$ cat config.mk
export PLATFORM = sky130hd
export DESIGN_NAME = if_stage
export DESIGN_NICKNAME = d
export VERILOG_FILES = /design/src/rtl/if_stage.sv
export SDC_FILE = /design/constraint.sdc
export NUM_CORES = 1
export LEC_CHECK = 0
export CAP_MARGIN = 20
export CORE_ASPECT_RATIO = 1.5
export CORE_MARGIN = 2
export CORE_UTILIZATION = 56
export DETAILED_ROUTE_END_ITERATION = 7
export PLACE_DENSITY = 0.87
export SYNTH_ARGS = -nofsm -noshare
export SYNTH_HDL_FRONTEND = slang
export SYNTH_SLANG_ARGS = --single-unit
$ cat constraint.sdc
create_clock -name clk -period 4.2 [get_ports clk]
set_input_delay 0.63 -clock clk [delete_from_list [all_inputs] [get_ports clk]]
set_output_delay 0.63 -clock clk [all_outputs]
set_load 0.03 [all_outputs]
$ cat src/rtl/if_stage.sv
// Instruction-fetch stage: owns the PC, issues one imem request at a time and
// drives the IF/ID register. Optional misaligned-redirect trap: IF_MISALIGN_FAULT_EN.
module if_stage #(
  parameter logic [31:0] RESET_PC = 32'h0000_0000,
  parameter logic [31:0] NOP_INSN = 32'h0000_0013
) (
  input  logic        clk,
  input  logic        rst,
  output logic        imem_req_valid,
  output logic [31:0] imem_req_addr,
  input  logic        imem_req_ready,
  input  logic        imem_resp_valid,
  input  logic [31:0] imem_resp_data,
  input  logic        id_stall,
  input  logic        redirect_valid,
  input  logic [31:0] redirect_pc,
  output logic        if_id_valid,
  output logic [31:0] if_id_instruction,
  output logic [31:0] if_id_pc,
  output logic [31:0] if_id_pc_plus4
`ifdef IF_MISALIGN_FAULT_EN
  ,
  output logic        if_id_fault
`endif
);

`ifdef IF_MISALIGN_FAULT_EN
  typedef enum logic [2:0] {S_BOOT, S_FETCH, S_WAIT, S_HOLD, S_FAULT} state_t;
`else
  typedef enum logic [1:0] {S_BOOT, S_FETCH, S_WAIT, S_HOLD} state_t;
`endif

  state_t      state;
  logic [31:0] pc;
  logic [31:0] inflight_pc;
  logic        kill;
  logic [31:0] hold_insn;
  logic [31:0] hold_pc;
  logic [31:0] redirect_tgt;
  logic        if_id_free;
  logic        load_en;
  logic        load_fault;
  logic [31:0] load_insn;
  logic [31:0] load_pc;

`ifdef IF_MISALIGN_FAULT_EN
  logic fault_pending;
  logic redirect_bad;
  assign redirect_bad = (redirect_pc[1:0] != 2'b00);
  assign redirect_tgt = redirect_pc;
`else
  logic unused_redirect_lsbs;
  assign unused_redirect_lsbs = &{1'b0, redirect_pc[1:0]};
  assign redirect_tgt = {redirect_pc[31:2], 2'b00};
`endif

  assign imem_req_valid = !rst && (state == S_FETCH) && !redirect_valid;
  assign imem_req_addr  = pc;
  assign if_id_free     = !if_id_valid || !id_stall;

  // Source selection for a non-flush IF/ID load; the priority chain lives in the register block.
  always_comb begin
    // NOTE: every always_comb output gets a default first so no path can infer a latch.
    load_en    = 1'b0;
    load_fault = 1'b0;
    load_insn  = imem_resp_data;
    load_pc    = inflight_pc;
    case (state)
      S_WAIT:  load_en = imem_resp_valid && !kill && !redirect_valid && if_id_free;
      S_HOLD: begin
        load_en   = !id_stall;
        load_insn = hold_insn;
        load_pc   = hold_pc;
      end
`ifdef IF_MISALIGN_FAULT_EN
      S_FAULT: begin
        load_en    = fault_pending;
        load_fault = 1'b1;
        load_insn  = NOP_INSN;
        load_pc    = pc;
      end
`endif
      default: load_en = 1'b0;
    endcase
  end

  always_ff @(posedge clk) begin
    // NOTE: sequential state uses non-blocking assignments only; reset is synchronous here.
    if (rst) begin
      state       <= S_BOOT;
      pc          <= RESET_PC;
      inflight_pc <= 32'h0;
      kill        <= 1'b0;
      hold_insn   <= 32'h0;
      hold_pc     <= 32'h0;
`ifdef IF_MISALIGN_FAULT_EN
      fault_pending <= 1'b0;
`endif
    end else begin
      if (redirect_valid && state != S_BOOT) begin
        pc <= redirect_tgt;
`ifdef IF_MISALIGN_FAULT_EN
        fault_pending <= redirect_bad;
        if (redirect_bad) state <= S_FAULT;
        else              state <= S_FETCH;
`else
        state <= S_FETCH;
`endif
      end
      case (state)
        S_BOOT: state <= S_FETCH;
        S_FETCH: begin
          if (!redirect_valid && imem_req_ready) begin
            inflight_pc <= pc;
            pc          <= pc + 32'd4;
            state       <= S_WAIT;
          end
        end
        S_WAIT: begin
          if (imem_resp_valid) begin
            kill <= 1'b0;
            if (!kill && !redirect_valid) begin
              if (if_id_free) begin
                state <= S_FETCH;
              end else begin
                hold_insn <= imem_resp_data;
                hold_pc   <= inflight_pc;
                state     <= S_HOLD;
              end
            end else if (!redirect_valid) begin
              state <= S_FETCH;
            end
          end else if (redirect_valid) begin
            // The request is still outstanding: stay and swallow its response.
            kill <= 1'b1;
`ifdef IF_MISALIGN_FAULT_EN
            if (!redirect_bad) state <= S_WAIT;
`else
            state <= S_WAIT;
`endif
          end
        end
        S_HOLD: begin
          if (!redirect_valid && !id_stall) state <= S_FETCH;
        end
`ifdef IF_MISALIGN_FAULT_EN
        S_FAULT: begin
          if (imem_resp_valid) kill <= 1'b0;
          if (!redirect_valid && !(id_stall && if_id_valid)) fault_pending <= 1'b0;
        end
`endif
        default: state <= S_BOOT;
      endcase
    end
  end

  always_ff @(posedge clk) begin
    if (rst) begin
      if_id_valid       <= 1'b0;
      if_id_instruction <= NOP_INSN;
      if_id_pc          <= 32'h0;
      if_id_pc_plus4    <= 32'h4;
`ifdef IF_MISALIGN_FAULT_EN
      if_id_fault       <= 1'b0;
`endif
    end else if (redirect_valid) begin
      if_id_valid       <= 1'b0;
      if_id_instruction <= NOP_INSN;
`ifdef IF_MISALIGN_FAULT_EN
      if_id_fault       <= 1'b0;
`endif
    end else if (id_stall && if_id_valid) begin
      if_id_valid <= 1'b1;
    end else if (load_en) begin
      if_id_valid       <= 1'b1;
      if_id_instruction <= load_insn;
      if_id_pc          <= load_pc;
      if_id_pc_plus4    <= load_pc + 32'd4;
`ifdef IF_MISALIGN_FAULT_EN
      if_id_fault       <= load_fault;
`endif
    end else begin
      if_id_valid       <= 1'b0;
      if_id_instruction <= NOP_INSN;
`ifdef IF_MISALIGN_FAULT_EN
      if_id_fault       <= 1'b0;
`endif
    end
  end

`ifndef IF_MISALIGN_FAULT_EN
  logic unused_load_fault;
  assign unused_load_fault = load_fault;
`endif

endmodule
==> implementation parameters, run 1 <==
Parameter                              Value

Timing
  Fraction of the cycle the final worst path needs ... 74.1%
  Max Clock Freq ... 321 MHz
  Final Slew Violations ... 0
  Post-route worst hold slack ... 452 ps
  Fin Clk Skew ... 16.4 ps
  Final setup violating endpoints ... 0
  Worst rel slew slack ... 29.2%
  Final hold vios ... 0
  TNS Setup ... 0 ps
  Final critical path time including I/O delays and setup ... 3110 ps
  Final WS setup ... 1090 ps
  Setup repair after global routing missed its margin ... no
  Tightest Pin Transition ... 1060 ps

Logic synthesis
  Number of flops mapped to enable cells by yosys ... 0
  Gate count of the mapped netlist ... 1252
  Total of flip-flops plus latches after synthesis ... 226
  Syn Area/Cell ... 7.93 µm²
  Combined area of all synthesized cells ... 0.00993 mm²
  Simple-gate portion of the synthesized area ... 26.4%
  XOR/XNOR share of the synthesized area ... 0.706%
  Primary FF master, synth ... dfxtp_1
  Most instantiated library cell after synthesis ... nand2_1
  Post-synth top cells ... nand2_1, dfxtp_1, a21oi_1
  Cell accounting for the most synthesized area ... dfxtp_1
  Number of warnings printed during yosys synthesis ... 0
  Net count after synthesis ... 1324
  Post-synth top area share ... 45.6%
  Compound-Gate Fraction of Synth Area ... 18.8%
  Main combinational cell family by area after synthesis ... simple AND/OR/NAND/NOR gates
  Multiplexer share of the synthesized area ... 3.50%
  Synth cell types ... 61
  Sequential share of the synthesized area ... 45.6%
  Share of synthesized cell area in full adder, half adder and majority cells ... 0.252%
  Share of synthesized flip-flops with an asynchronous set or reset ... 0%
  Top cells by area in the synthesized netlist ... dfxtp_1, nand2_1, a21oi_1, a311oi_1, nor2_1

Clock network
  Count of cells resized by post-cts repair ... 0
  TritonCTS clock tree ... built
  Number of buffers on the longest clock path ... 3
  Register clock-pin slew on the reported worst setup and hold paths ... 60 ps
  # Post-CTS Setup Buffers ... 0
  Total CTS buffers ... 22
  H-tree depth ... 1
  Sink count of the clock tree ... 226
  Number of hold buffers added after cts ... 0
  Insertion delay to the later sink of the worst-skew pair ... 510 ps
  Clock root buffer ... clkbuf_16

Cells and area
  Final core area utilization ... 73.5%
  Diodes inserted ... 0
  Final Net Count ... 1468
  P&R area growth vs syn ... 28.5%
  Fraction of layout instances using a drive strength above 1 ... 6.30%

Route
  Detailed-routing iteration count for the pre-antenna-repair pass ... 7
  Detailed router's first-iteration violation count ... 925
  Total via count after detailed routing ... 9855
  Number of design rule violations left after detail routing ... 0
  Antenna viol nets, final ... 0
  Via density ... 6.06
  Overall routed net length ... 27.6 mm
  Routed length per instance ... 17.0 µm

Worst setup path
  Critical path arrival ... 2480 ps
  Element type at the critical path end ... output pin
  Required @ worst endpoint ... 3570 ps
  Startpoint kind of the worst setup timing path ... input port
  Category of the critical setup timing path ... in -> out
  Max Fanout on Critical Path ... 7

Power
  VDD IR max ... 0.000619 V
  Cell area power density ... 373 mW/mm²
  Leak Pwr ... 4.39 nW

Global routing
  Pin count of the biggest net entering global routing ... 125
  Number of global-route vias before repair ... 9086
  Met3 Usage GRT ... 3.46%
  Global-route met1 utilization ... 36.0%
  Total routing resource utilization after global routing ... 28.3%
  Most heavily used metal layer in global routing ... met2
  Global-route wire length before repair ... 44.8 mm
  GRT overflow ... 0
  Met2 Resource Use GR ... 48.3%
  Initial antenna violation count ... 0

Floorplanning
  Total Die Area ... 0.0188 mm²
  Number of top-level design ports ... 200
  Starting density of the core ... 57.2%
  Die Span Y ... 167 µm
  Number of core rows ... 59
  Width of the chip ... 113 µm
  Total core area ... 0.0173 mm²

Flow run
  Maxcap violations ... 0

Placement
  Setup slack at placement ... 1010 ps
  Number of buffer cells added on primary ports ... 197
  Half-perimeter wire length of the detailed placement result ... 18.5 mm
  GP Congestion ... 0.908

Worst hold path
  Min-Delay Path Class ... reg -> reg

Run status
  Outcome ... completed
## final timing paths
path / from / to / slack [ps] / cells past startpoint
min: if_id_pc_plus4[2] / if_id_pc_plus4[2] / 450 / 2
max reg2reg: state[0] / if_id_pc_plus4[29] / 1370 / 8
min reg2reg: if_id_pc_plus4[2] / if_id_pc_plus4[2] / 450 / 2
max: redirect_valid / imem_req_valid / 1090 / 3
## worst max-delay path: stages
cell and delay (ps):
clkdlybuf4s50_1 600, nor4b_1 490, clkdlybuf4s50_1 760
## logic make-up (layout without fill, tap and decap cells)
kind of cell / count (synthesis) / count (layout)
AO/OA/AOI/OAI: 292 / 292
XOR/XNOR: 8 / 8
AND/OR/NAND/NOR: 585 / 585
adder cells (fa/ha/maj): 2 / 2
buffers and inverters: 105 / 265
flip-flops: 226 / 226
multiplexers: 34 / 34
## where the power goes
group	total, W	switching (W)	internal, W	leakage, nW
Clock	0.00215	0.000847	0.00130	0.401
Combinational	0.000382	0.000221	0.000161	2.16
Sequential	0.00222	0.0000452	0.00218	1.83
Total	0.00475	0.00111	0.00364	4.39
## cells in the final DEF (no fill, tap or decap), drive strengths merged, types with 4 or more instances in the layout
| master | synthesis | final |
|---|---|---|
| or4 | 4 | 4 |
| clkinv | 1 | 10 |
| clkbuf | 60 | 27 |
| nor3 | 23 | 23 |
| o22ai | 4 | 4 |
| nand2 | 336 | 336 |
| or3 | 4 | 4 |
| nand4 | 25 | 25 |
| a311oi | 45 | 45 |
| nand3 | 33 | 33 |
| o31ai | 4 | 4 |
| and4 | 5 | 5 |
| o21ai | 50 | 50 |
| a31oi | 6 | 6 |
| nor2 | 101 | 101 |
| nor4 | 16 | 16 |
| and3 | 20 | 20 |
| bufinv | 0 | 4 |
| buf | 38 | 22 |
| xor2 | 7 | 7 |
| clkdlybuf4s50 | 0 | 196 |
| dfxtp | 226 | 226 |
| a211oi | 41 | 41 |
| mux2i | 28 | 28 |
| inv | 6 | 6 |
| a21oi | 118 | 118 |
| mux2 | 6 | 6 |
## routing by layer
layer | vias up | wire [µm]
li1 | 4716 | -
met1 | 4548 | 10900
met2 | 499 | 13500
met3 | 92 | 2030
met4 | 0 | 1080
met5 | - | 0
## sequential cells by signal, summed over array words and instances (netlist names)
name / flops
hold_insn: 32
hold_pc: 32
if_id_instruction: 32
if_id_pc: 32
if_id_pc_plus4: 30
if_id_valid: 1
imem_req_addr: 32
inflight_pc: 32
kill: 1
state: 2
## layout make-up
| type | instances | area [µm²] |
|---|---|---|
| inverter | 7 | 26.3 |
| clock inverter | 13 | 176 |
| fill | 1264 | 4590 |
| clock buffer | 27 | 621 |
| multi-input combinational | 921 | 4990 |
| sequential | 226 | 4520 |
| timing repair buffer | 218 | 2150 |
| tap | 213 | 267 |
## through the flow
step / power (W) / std cells / cell area (µm²)
2_1_floorplan: 0.00247 / 1252 / 9930
3_3_place_gp: 0.00264 / 1585 / 12000
3_5_place_dp: 0.00265 / 1585 / 12000
4_1_cts: 0.00477 / 1625 / 12800
5_1_grt: 0.00490 / 1625 / 12800
6_report: 0.00475 / 1625 / 12800
Note: power is estimated with default switching activity, not from simulation.
==> run 2, diff against run 1 <==
--- a/config.mk
+++ b/config.mk
@@ -8,9 +8,9 @@
 export CAP_MARGIN = 20
 export CORE_ASPECT_RATIO = 1.5
 export CORE_MARGIN = 2
-export CORE_UTILIZATION = 56
+export CORE_UTILIZATION = 52
 export DETAILED_ROUTE_END_ITERATION = 7
-export PLACE_DENSITY = 0.87
+export PLACE_DENSITY = 0.82
 export SYNTH_ARGS = -nofsm -noshare
 export SYNTH_HDL_FRONTEND = slang
 export SYNTH_SLANG_ARGS = --single-unit
==> constraint.sdc (replaced) <==
create_clock -name clk -period 2.91 [get_ports clk]
set_input_delay 0.4365 -clock clk [delete_from_list [all_inputs] [get_ports clk]]
set_output_delay 0.4365 -clock clk [all_outputs]
set_load 0.03 [all_outputs]
==> implementation parameters, run 2 (synthesized netlist as in run 1, its figures left out) <==
Parameter                              Value

Timing
  Fraction of the cycle the final worst path needs ... 91.5%
  Final setup violating endpoints ... 0
  Tightest Pin Transition ... 757 ps
  Setup repair after global routing missed its margin ... no
  Final Slew Violations ... 0
  Final critical path time including I/O delays and setup ... 2660 ps
  Max Clock Freq ... 376 MHz
  Worst rel slew slack ... 49.5%
  Final hold vios ... 0
  Fin Clk Skew ... 7.78 ps
  TNS Setup ... 0 ps
  Final WS setup ... 247 ps

Power
  Total Power ... 0.00651 W
  Internal power of the cells ... 0.00495 W
  Relative contribution of the clock network to total power ... 42.0%
  Cell area power density ... 508 mW/mm²
  Switching Share ... 23.9%
  Leak Pwr ... 4.40 nW
  VDD IR max ... 0.000361 V
  Comb pwr share ... 8.7%
  Flop pwr share ... 49.3%
  Net switching power figure ... 0.00156 W

Cells and area
  Most common library cell in the layout ignoring fill and taps ... nand2_1
  P&R area growth vs syn ... 29.1%
  Fraction of layout instances using a drive strength above 1 ... 7.01%
  Final Net Count ... 1485
  Top library cells by usage in the layout, fill and taps aside ... nand2_1, dfxtp_1, clkdlybuf4s50_1
  Final core area utilization ... 68.8%
  Count of placed standard cells in the final layout, fillers left out ... 1679

Global routing
  Number of global-route vias before repair ... 9171
  Most heavily used metal layer in global routing ... met2
  Met2 Resource Use GR ... 45.8%
  GRT overflow ... 0
  Global-route wire length before repair ... 44.7 mm
  Initial antenna violation count ... 0
  Total routing resource utilization after global routing ... 26.7%
  Global-route met1 utilization ... 34.4%
  Pin count of the biggest net entering global routing ... 74
  Met3 Usage GRT ... 3.32%

Clock network
  # Post-CTS Setup Buffers ... 0
  Clock root buffer ... clkbuf_16
  Number of buffers on the longest clock path ... 3
  Count of cells resized by post-cts repair ... 0
  H-tree depth ... 1
  Number of hold buffers added after cts ... 0
  Total CTS buffers ... 22
  Insertion delay to the later sink of the worst-skew pair ... 500 ps
  Sink count of the clock tree ... 226
  TritonCTS clock tree ... built
  Register clock-pin slew on the reported worst setup and hold paths ... 60 ps

Route
  Number of design rule violations left after detail routing ... 0
  Detailed-routing iteration count for the pre-antenna-repair pass ... 7
  Routed length per instance ... 16.5 µm
  Antenna viol nets, final ... 0
  Via density ... 5.83
  Total via count after detailed routing ... 9796
  Overall routed net length ... 27.6 mm
  Detailed router's first-iteration violation count ... 849

Flow run
  Maxcap violations ... 0

Worst setup path
  Required @ worst endpoint ... 2470 ps
  Max Fanout on Critical Path ... 23
  Category of the critical setup timing path ... reg -> out
  Element type at the critical path end ... output pin
  Startpoint kind of the worst setup timing path ... flip-flop
  Critical path arrival ... 2230 ps

Floorplanning
  Total Die Area ... 0.0202 mm²
  Total core area ... 0.0186 mm²
  Number of core rows ... 61
  Number of top-level design ports ... 200
  Die Span Y ... 173 µm
  Width of the chip ... 117 µm
  Starting density of the core ... 53.3%

Placement
  GP Congestion ... 0.902
  Number of buffer cells added on primary ports ... 197
  Setup slack at placement ... 290 ps
  Half-perimeter wire length of the detailed placement result ... 19.2 mm
  Placed Cells ... 1641

Worst hold path
  Min-Delay Path Class ... in -> reg

Run status
  Outcome ... completed
==> run 2: cell types whose count changed in the layout (fill, tap and decap cells not counted), sizes merged <==
| cell | previous run | this run |
|---|---|---|
| bufinv | 4 | 0 |
| diode | 0 | 1 |
| clkinv | 10 | 5 |
| buf | 22 | 39 |
| clkbuf | 27 | 32 |
| clkinvlp | 0 | 1 |
==> run 2: layout make-up <==
class | instances | area (µm²)
diodes | 1 | 2.50
multi-input cells | 921 | 4990
repair buffers | 235 | 2270
inverters | 7 | 26.3
well taps | 252 | 315
clock buffers | 32 | 659
flip-flops and latches | 226 | 4520
fillers | 1529 | 5810
clock inverters | 5 | 27.5
==> run 2: worst paths after layout <==
kind	slack [ps]	end	startpoint	cells after the start
setup / recovery	250	imem_req_valid	state[1]	3
hold / removal	240	imem_req_addr[6]	rst	2
setup reg to reg	410	if_id_pc_plus4[31]	state[0]	7
hold reg to reg	450	if_id_pc_plus4[9]	if_id_pc_plus4[9]	2
==> run 2: per-layer routing <==
| layer | share of wire, % | up-vias | wire, µm |
|---|---|---|---|
| met2 | 50 | 367 | 13800 |
| met3 | 6.5 | 67 | 1790 |
| li1 | - | 4748 | - |
| met1 | 41 | 4614 | 11300 |
| met5 | 0 | - | 0 |
| met4 | 2.6 | 0 | 718 |
==> run 2: critical path, cell delays in order, from the launching register on <==
cell	delay [ps]
dfxtp_1	310
buf_4	240
nor4b_1	440
clkdlybuf4s50_1	750
==> run 2: power groups by stage <==
stage	Sequential [W]	Clock, W	Combinational (W)
floorplan	0.00335	0	0.000219
global placement	0.00328	0	0.000549
detailed placement	0.00328	0	0.000558
CTS	0.00321	0.00276	0.000562
global route	0.00322	0.00288	0.000604
finish	0.00321	0.00273	0.000564
==> run 2: stage by stage <==
stage                     hold WS (ps)  area (µm²)
after global routing               236       12800
final                              241       12800
after floorplan                    433        9930
after global placement             436       12100
after CTS                          227       12800
after detailed placement           444       12100
==> run 3, diff against run 2 <==
--- a/config.mk
+++ b/config.mk
@@ -7,10 +7,10 @@
 export LEC_CHECK = 0
 export CAP_MARGIN = 20
 export CORE_ASPECT_RATIO = 1.5
-export CORE_MARGIN = 2
 export CORE_UTILIZATION = 52
 export DETAILED_ROUTE_END_ITERATION = 7
 export PLACE_DENSITY = 0.82
+export RECOVER_POWER = 100
 export SYNTH_ARGS = -nofsm -noshare
 export SYNTH_HDL_FRONTEND = slang
 export SYNTH_SLANG_ARGS = --single-unit
==> implementation parameters, run 3 (synthesized netlist as in run 1, its figures left out) <==
Parameter                              Value

Run status
  Outcome ... completed

Cells and area
  Flip-flop and latch area ... 0.00452 mm²
  Final core area utilization ... 68.9%
  Area of the multi-input gates ... 0.00494 mm²
  Most common library cell in the layout ignoring fill and taps ... nand2_1
  Diodes inserted ... 0
  P&R area growth vs syn ... 29.3%
  Final Net Count ... 1484
  Top library cells by usage in the layout, fill and taps aside ... nand2_1, dfxtp_1, dlygate4sd3_1
  Fraction of layout instances using a drive strength above 1 ... 5.96%
  Filler cell count ... 1587

Timing
  Tightest Pin Transition ... 1190 ps
  Final critical path time including I/O delays and setup ... 2720 ps
  Fin Clk Skew ... 10.6 ps
  Setup repair after global routing missed its margin ... no
  Final hold vios ... 0
  Worst rel slew slack ... 20.6%
  Fraction of the cycle the final worst path needs ... 93.5%
  Max Clock Freq ... 367 MHz
  TNS Setup ... 0 ps
  Final setup violating endpoints ... 0
  Final Slew Violations ... 0

Worst hold path
  Min-Delay Path Class ... in -> reg

Global routing
  Global-route wire length before repair ... 45.1 mm
  Total routing resource utilization after global routing ... 28.1%
  Number of global-route vias before repair ... 9027
  GRT overflow ... 0
  Pin count of the biggest net entering global routing ... 81
  Initial antenna violation count ... 0

Route
  Total via count after detailed routing ... 9813
  Detailed router's first-iteration violation count ... 918
  WL met2 ... 13.8 mm
  Wire length on met1 ... 11.6 mm
  Routed length per instance ... 16.6 µm
  Detailed-routing iteration count for the pre-antenna-repair pass ... 5
  Number of design rule violations left after detail routing ... 0
  Via density ... 5.85
  Antenna viol nets, final ... 0
  Met3 Wirelength ... 1.65 mm
  Uppermost routed layer ... met4
  Overall routed net length ... 27.8 mm

Clock network
  Insertion delay to the later sink of the worst-skew pair ... 500 ps
  TritonCTS clock tree ... built
  H-tree depth ... 1
  Sink count of the clock tree ... 226
  Total CTS buffers ... 21
  Number of buffers on the longest clock path ... 3
  Register clock-pin slew on the reported worst setup and hold paths ... 70 ps
  Count of cells resized by post-cts repair ... 0
  Clock root buffer ... clkbuf_16
  # Post-CTS Setup Buffers ... 0
  Number of hold buffers added after cts ... 0

Floorplanning
  Starting density of the core ... 53.3%
  Width of the chip ... 115 µm
  Die Span Y ... 171 µm
  Number of core rows ... 61
  Total Die Area ... 0.0197 mm²
  Number of top-level design ports ... 200
  Total core area ... 0.0186 mm²

Worst setup path
  Register-to-Register Setup Slack ... 340 ps
  Element type at the critical path end ... output pin
  Required @ worst endpoint ... 2470 ps
  Critical path arrival ... 2290 ps
  Max Fanout on Critical Path ... 5
  Startpoint kind of the worst setup timing path ... input port
  Category of the critical setup timing path ... in -> out

Placement
  GP Congestion ... 0.924
  Number of buffer cells added on primary ports ... 197
  Half-perimeter wire length of the detailed placement result ... 18.9 mm

Power
  VDD IR max ... 0.000341 V
  Leak Pwr ... 4.81 nW
  Cell area power density ... 533 mW/mm²

Flow run
  Maxcap violations ... 0
==> run 3: report_power, final <==
group / total, W / internal, W / switching, W / leakage, nW
clock network: 0.00308 / 0.00190 / 0.00118 / 0.384
logic: 0.000547 / 0.000225 / 0.000322 / 2.60
registers: 0.00321 / 0.00314 / 0.0000655 / 1.83
total: 0.00684 / 0.00527 / 0.00157 / 4.81
==> run 3: path summary, 6_finish.rpt <==
kind                                    startpoint  cells after the start                  to
worst max register to register            state[0]                      7  if_id_pc_plus4[29]
worst min-delay path                           rst                      2         hold_pc[29]
worst max-delay path                redirect_valid                      3      imem_req_valid
worst min register to register  if_id_pc_plus4[18]                      2  if_id_pc_plus4[18]
==> run 3: per-layer routing <==
| layer | global-route usage (%) | vias up |
|---|---|---|
| li1 | - | 4753 |
| met1 | 35.9 | 4634 |
| met2 | 48.6 | 373 |
| met3 | 3.24 | 53 |
| met4 | 10.5 | 0 |
| met5 | 0 | - |
==> run 3: worst max-delay path, stage by stage <==
cell	delay [ps]
dlygate4sd3_1	670
nor4b_1	360
dlygate4sd3_1	820
==> run 3: cell type report <==
cell class	instances	area share, %
multi-input combinational	921	38.5
sequential	226	35.3
timing repair buffer	235	17.5
clock buffer	28	4.69
tap	252	2.46
clock inverter	9	1.38
inverter	7	0.205
==> run 3: through the flow <==
stage	hold slack [ps]	std cells	total power, W	area (µm²)	worst slack [ps]
after floorplan	433	1252	0.00356	9930	292
after global placement	439	1641	0.00383	12200	294
after detailed placement	445	1641	0.00384	12200	175
after CTS	325	1678	0.00689	12900	274
after global routing	362	1678	0.00703	12800	142
final	347	1678	0.00684	12800	188
